--- src/rtl/pipe_hazard_ctrl.sv ---
// Stall/flush sequencer for a 5-stage pipeline: load-use stalls, taken-branch squashes,
// and a pipe freeze while a multi-cycle data-memory access waits for its ack.
module pipe_hazard_ctrl #(
  parameter int MEM_TIMEOUT = 16,
  parameter int CNT_W       = 16
) (
  input  logic             clk,
  input  logic             reset,
  input  logic [4:0]       id_rs1,
  input  logic [4:0]       id_rs2,
  input  logic             id_use_rs1,
  input  logic             id_use_rs2,
  input  logic             ex_memRead,
  input  logic [4:0]       ex_rd,
  input  logic             mem_branch,
  input  logic             mem_alu_zero,
  input  logic             mem_memRead,
  input  logic             mem_memWrite,
  input  logic             dmem_ack,
  output logic             pc_write,
  output logic             pc_sel_branch,
  output logic             if_id_write,
  output logic             id_ex_write,
  output logic             ex_mem_write,
  output logic             mem_wb_write,
  output logic             if_id_flush,
  output logic             id_ex_flush,
  output logic             ex_mem_flush,
  output logic             dmem_req,
  output logic             mem_err,
  output logic [CNT_W-1:0] stall_cnt,
  output logic [CNT_W-1:0] flush_cnt,
  output logic [0:0]       dbg_state
);

  // dmem_req/dmem_ack: req rises with a MEM-stage memop and stays high every cycle
  // until the cycle in which ack is seen (or the timeout cycle); the access is
  // complete in any cycle where req and ack are both high.

  localparam logic [0:0] ST_RUN      = 1'b0;
  localparam logic [0:0] ST_MEM_WAIT = 1'b1;

  localparam int WCW = (MEM_TIMEOUT > 2) ? $clog2(MEM_TIMEOUT) : 1;
  localparam logic [WCW-1:0] WAIT_LAST = WCW'(MEM_TIMEOUT - 1);

  logic [0:0]       state_q, state_d;
  logic [WCW-1:0]   wait_cnt_q, wait_cnt_d;
  logic             mem_err_q, mem_err_d;
  logic [CNT_W-1:0] stall_cnt_q, stall_cnt_d;
  logic [CNT_W-1:0] flush_cnt_q, flush_cnt_d;

  logic memop, load_use, taken, advance;

  assign memop    = mem_memRead | mem_memWrite;
  assign taken    = mem_branch & mem_alu_zero;
  assign load_use = ex_memRead & (ex_rd != 5'd0) &
                    ((id_use_rs1 & (id_rs1 == ex_rd)) | (id_use_rs2 & (id_rs2 == ex_rd)));

  always_comb begin
    state_d       = state_q;
    wait_cnt_d    = wait_cnt_q;
    mem_err_d     = mem_err_q;
    advance       = 1'b0;
    pc_write      = 1'b0;
    pc_sel_branch = 1'b0;
    if_id_write   = 1'b0;
    id_ex_write   = 1'b0;
    ex_mem_write  = 1'b0;
    mem_wb_write  = 1'b0;
    if_id_flush   = 1'b0;
    id_ex_flush   = 1'b0;
    ex_mem_flush  = 1'b0;
    dmem_req      = 1'b0;

    case (state_q)
      ST_RUN: begin
        if (memop && !dmem_ack) begin
          dmem_req   = 1'b1;
          state_d    = ST_MEM_WAIT;
          wait_cnt_d = WCW'(1);
        end else begin
          dmem_req = memop;
          advance  = 1'b1;
        end
      end
      ST_MEM_WAIT: begin
        dmem_req = 1'b1;
        if (dmem_ack) begin
          advance    = 1'b1;
          state_d    = ST_RUN;
          wait_cnt_d = '0;
        end else if (wait_cnt_q == WAIT_LAST) begin
          // Give up on the access: release the pipe and flag it permanently.
          mem_err_d  = 1'b1;
          advance    = 1'b1;
          state_d    = ST_RUN;
          wait_cnt_d = '0;
        end else begin
          wait_cnt_d = wait_cnt_q + WCW'(1);
        end
      end
      default: begin
        state_d    = ST_RUN;
        wait_cnt_d = '0;
      end
    endcase

    if (advance) begin
      if (taken) begin
        // The load-use victim is on the wrong path, so the branch wins.
        pc_sel_branch = 1'b1;
        pc_write      = 1'b1;
        if_id_write   = 1'b1;
        id_ex_write   = 1'b1;
        ex_mem_write  = 1'b1;
        mem_wb_write  = 1'b1;
        if_id_flush   = 1'b1;
        id_ex_flush   = 1'b1;
        ex_mem_flush  = 1'b1;
      end else if (load_use) begin
        id_ex_write   = 1'b1;
        ex_mem_write  = 1'b1;
        mem_wb_write  = 1'b1;
        id_ex_flush   = 1'b1;
      end else begin
        pc_write      = 1'b1;
        if_id_write   = 1'b1;
        id_ex_write   = 1'b1;
        ex_mem_write  = 1'b1;
        mem_wb_write  = 1'b1;
      end
    end

    if (!reset) begin
      pc_write      = 1'b0;
      pc_sel_branch = 1'b0;
      if_id_write   = 1'b0;
      id_ex_write   = 1'b0;
      ex_mem_write  = 1'b0;
      mem_wb_write  = 1'b0;
      if_id_flush   = 1'b0;
      id_ex_flush   = 1'b0;
      ex_mem_flush  = 1'b0;
      dmem_req      = 1'b0;
    end
  end

  always_comb begin
    stall_cnt_d = stall_cnt_q;
    flush_cnt_d = flush_cnt_q;
    if (!pc_write && (stall_cnt_q != {CNT_W{1'b1}}))
      stall_cnt_d = stall_cnt_q + CNT_W'(1);
    if (pc_sel_branch && (flush_cnt_q != {CNT_W{1'b1}}))
      flush_cnt_d = flush_cnt_q + CNT_W'(1);
  end

  always_ff @(posedge clk) begin
    if (!reset) begin
      state_q     <= ST_RUN;
      wait_cnt_q  <= '0;
      mem_err_q   <= 1'b0;
      stall_cnt_q <= '0;
      flush_cnt_q <= '0;
    end else begin
      state_q     <= state_d;
      wait_cnt_q  <= wait_cnt_d;
      mem_err_q   <= mem_err_d;
      stall_cnt_q <= stall_cnt_d;
      flush_cnt_q <= flush_cnt_d;
    end
  end

  assign mem_err   = mem_err_q;
  assign stall_cnt = stall_cnt_q;
  assign flush_cnt = flush_cnt_q;
  assign dbg_state = state_q;

endmodule
--- config.mk ---
export PLATFORM = sky130hd
export DESIGN_NAME = pipe_hazard_ctrl
export DESIGN_NICKNAME = d
export VERILOG_FILES = /design/src/rtl/pipe_hazard_ctrl.sv
export SDC_FILE = /design/constraint.sdc
export NUM_CORES = 1
export LEC_CHECK = 0
export ABC_AREA = 1
export BUFFER_PORTS_ARGS = -buffer_cell sky130_fd_sc_hd__buf_2
export CAP_MARGIN = 20
export CORE_MARGIN = 1.5
export CORE_UTILIZATION = 50
export CTS_CLUSTER_SIZE = 28
export DETAILED_ROUTE_END_ITERATION = 6
export PLACE_DENSITY = 0.77
export SYNTH_ARGS = -nofsm -noshare
export SYNTH_HDL_FRONTEND = slang
export SYNTH_SLANG_ARGS = --single-unit
--- constraint.sdc ---
create_clock -name clk -period 5.4 [get_ports clk]
set_clock_uncertainty 0.2 [all_clocks]
set_input_delay 0.81 -clock clk [delete_from_list [all_inputs] [get_ports clk]]
set_output_delay 0.81 -clock clk [all_outputs]
set_load 0.01 [all_outputs]
Word-level counts from Yosys, hierarchy flattened
Cells that the tools add are included.

Reduce and logical (&&, ||, !) cells: 7. Add/subtract/negate cells: 3. Equality and inequality tests: 6. Bitwise logic cells: 9. Muxes and demuxes: 28.

Operator list (number): $add A16 B1 Y16 const B (2); $ne A16 B16 Y1 const B (2); $mux W1 (21); $mux W4 (3); $eq A5 B5 Y1 (2); $pmux W4 S2 (1); $pmux W1 S2 (3); $and A1 B1 Y1 (5); $reduce_bool A5 Y1 (1); $add A4 B1 Y4 const B (1); $eq A4 B4 Y1 const B (1); $logic_and A1 B1 Y1 (3); $reduce_and A3 Y1 (1); $logic_not A1 Y1 (2); $ne A2 B2 Y1 const B (1); $not A1 Y1 (2); $or A1 B1 Y1 (2).

Bits of input ports: 25. Logic and storage cells: 58. Flip-flop bits (word level): 38.

Longest topological paths before layout
Word-level depth: 10. Gate-level depth with buffers: 12. Gate-level depth less buffers: 11.

Worst setup path before layout
OpenSTA, ideal clock, no wires.

Path type: input to output. From: input reset. To: output pc_write. Stages on the path: 8. Path slack: 2328 ps. Arrival: 2062 ps. Data required time: 4390 ps. Cells stage by stage: clkbuf_1 -> inv_1 -> nor2_4 -> nand2_2 -> buf_4 -> buf_4 -> nand2_1 -> buf_4.

Cells in the longest elaborated chain, start to end: 1.

RTL lines: from (decl) (line 8) `input logic reset,`; $mux W1; to (decl) (line 20) `output logic pc_write,`.

Every way passes these cells.

Worst setup path after layout
From: input dmem_ack. To: output id_ex_flush.

Cells in the longest elaborated chain, start to end: 6. Elaborated cells between the ends (all ways): 7. Classes of those cells: mux: 5; reduce/logical: 2.

RTL lines: from (decl) (line 19) `input logic dmem_ack,`; $logic_not A1 Y1 (line 77) `if (memop && !dmem_ack) begin`; $logic_and A1 B1 Y1 (line 77); $mux W1 (line 77); $pmux W1 S2 * (line 75) `case (state_q)`; $mux W1 * (line 108) `if (advance) begin`; $mux W1 * (line 134) `if (!reset) begin`; to (decl) (line 27) `output logic id_ex_flush,`.

Mark *: on every way between the ends. The rest lies on a longest branch, timed or not.

==> results_dict.tcl <==
set metrics [dict create \
    worst_slack_ns 2.31 \
    worstMarginPinSlew_ns 0.470 \
    p_per_area_mw_per_mm2 193 \
    drt_wl_total_um 5510 \
    slew_viol_final 0 \
    crit_top_cell "buf_2" \
    grt_overflow 0 \
    met2_usage_pct 37.3 \
    syn_area_mm2 0.00243 \
    area_growth_pct 16.3 \
    grt.total_usage_pct 21.4 \
    start_util_pct 51.8 \
    path_clk_slew_ns 0.07 \
    synth_warnings 0 \
    outcome "completed" \
    htree_levels 2 \
    die_h_um 72.7 \
    finalCritPeriodShare_pct 57.3 \
    cts.root.buffer_cell "clkbuf_8" \
    clock.fmax_mhz 323 \
    via_per_inst 5.07 \
    fin_crit_ns 3.09 \
    placementRows 25 \
    post_cts_buffers 0 \
    path_cells "buf_2 -> o21bai_1 -> o21ai_2 -> nor2_4 -> nand2_2 -> o31ai_1 -> buf_2" \
    portBuffers 68 \
    critPathRequiredTime_ns 4.39 \
    yosysTopAreaCell "dfxtp_1" \
    synth_top_area_share_pct 31.3 \
    dp_hpwl_um 4130 \
    min_path_type "flop to flop" \
    synthArstFlopShare_pct 0 \
    critPathMaxStageDelay_ns 0.36 \
    rsz0062_at_grt "no" \
    synth_seq_cells 38 \
    cts-resized-gates 0 \
    busiest_layer "met2" \
    whs_ns 0.260 \
    core_mm2 0.00469 \
    yosys.cell_count.top_type "nand2_1" \
    cts_buffers 5 \
    regArea_um2 761 \
    met1_usage_pct 26.5 \
    timing.slew.headroom_pct 68.6 \
    crit_path_end_kind "output pin" \
    yosysSeqAreaShare_pct 31.3 \
    grt_pass1_wl_um 8990 \
    p_leak_nw 1.28 \
    ios 69 \
    drc 0 \
    crit_path_top_delay_cell "nand2_2" \
    antenna_found_initial 0 \
    criticalPathCategory "input port to output pin" \
    use_met3_pct 3.45 \
    yosys-top-cells-count "nand2_1 (99), inv_1 (47), dfxtp_1 (38), nor2_1 (34), a21oi_1 (33)" \
    antenna_cells 0 \
    clock_sinks 38 \
    syn_nets 397 \
    fin_area_mm2 0.00283 \
    yosys-top-cells-area "dfxtp_1 (31%), nand2_1 (15%), inv_1 (7.3%), a21oi_1 (6.8%), nor2_1 (5.2%)" \
    setup_viol 0 \
    drt_iter0_drc 113 \
    multi_input_area_mm2 0.00140 \
    place_area_mm2 0.00275 \
    synth.avg_cell_area_um2 6.59 \
    dp_slack_ns 2.31 \
    gp_congestion 0.981 \
    fill_cells 475 \
    clock_latency_ns 0.29 \
    grt_max_degree 32 \
    drtPass1Iterations 4 \
    finalNetCount 458 \
    ys_types 27 \
    synthCells 369 \
    cp_max_fo 21 \
    first_global_vias 2158 \
    wl_per_cell_um 11.4 \
    die_w_um 72.7 \
    clk_path_buf_depth 2 \
    holdBufCountCts 0 \
    hold_viol 0 \
    detail-route-antenna-nets 0 \
    crit_arrival_ns 2.08 \
    cp-start-kind "input port" \
    synth_edf_count 0 \
    tns_ns 0 \
    vias 2456 \
    fp.dieArea_mm2 0.00529 \
    peakVddDrop_uv 126 \
    drive_gt1_share_pct 21.4 \
    maxCapViolCount 0 \
    cts_tree "done" \
    ys_dominant_reg_cell "dfxtp_1" \
]
## final timing paths
kind / slack, ns / endpoint / depth (start not counted) / start
worst max-delay path: 2.31 / id_ex_flush / 7 / dmem_ack
worst min-delay path: 0.26 / flush_cnt[4]$_SDFFE_PN0P_ / 2 / flush_cnt[4]$_SDFFE_PN0P_
worst max register to register: 2.82 / flush_cnt[9]$_SDFFE_PN0P_ / 10 / wait_cnt_q[0]$_SDFFE_PN0P_
worst min register to register: 0.26 / flush_cnt[4]$_SDFFE_PN0P_ / 2 / flush_cnt[4]$_SDFFE_PN0P_
## critical path: cells and delay by family
kind,cells,cell delay (ns)
AND/OR/NAND/NOR,2,0.43
AO/OA/AOI/OAI,3,0.55
buffers and inverters,2,0.29
## per-stage QoR
stage | instances | power (mW) | utilization [%]
6_report | 484 | 0.545 | 60.2
5_1_grt | 484 | 0.574 | 60.2
4_1_cts | 484 | 0.551 | 60.2
3_5_place_dp | 477 | 0.369 | 58.6
3_3_place_gp | 477 | 0.368 | 58.6
2_1_floorplan | 369 | 0.347 | -
## state kept, by name, summed over array words and instances (netlist names)
register / cells
mem_err: 1
stall_cnt: 16
dbg_state: 1
wait_cnt_q: 4
flush_cnt: 16
## report_power, final
part / switching (mW) / internal, mW / leakage, nW
clock network: 0.0934 / 0.0889 / 0.0383
registers: 0.00567 / 0.284 / 0.307
logic: 0.0464 / 0.0263 / 0.933
total: 0.146 / 0.400 / 1.28
## cells in the final DEF, fill, tap and decap left out
cell type,instances
a21oi_1,33
clkbuf_1,2
nand3_1,23
nor3b_4,1
o21bai_1,1
nor2_2,1
ha_1,3
o21ai_2,1
o21ai_0,10
nor2_1,34
buf_4,1
nand3_4,2
nand2_1,99
nor2_4,3
clkbuf_8,5
a21oi_2,4
inv_1,47
xnor2_1,8
nor3_1,8
buf_2,68
nor3_2,1
xor2_1,13
o31ai_1,1
nand4_1,18
or2_2,1
nand2_2,4
dfxtp_1,38
## cell families after synthesis
group / count (synthesis) / synth area share, %
XOR/XNOR: 21 / 7.57
adder cells (fa/ha/maj): 3 / 1.54
AO/OA/AOI/OAI: 50 / 11.3
flip-flops: 38 / 31.3
AND/OR/NAND/NOR: 195 / 37.1
buffers and inverters: 62 / 11.2
## per-layer routing
layer  part of all wire (%)  routed length [um]
met3                    3.2                 174
met4                    1.3                  74
met2                     49                2680
met1                     47                2580
met5                      0                   0
## cell type report
type	instances	area share, %
multi-input cells	269	49.4
flip-flops and latches	38	26.9
repair buffers	69	12.3
inverters	47	6.24
clock buffers	7	2.70
well taps	54	2.39
Power figures use the tool's default switching activity.
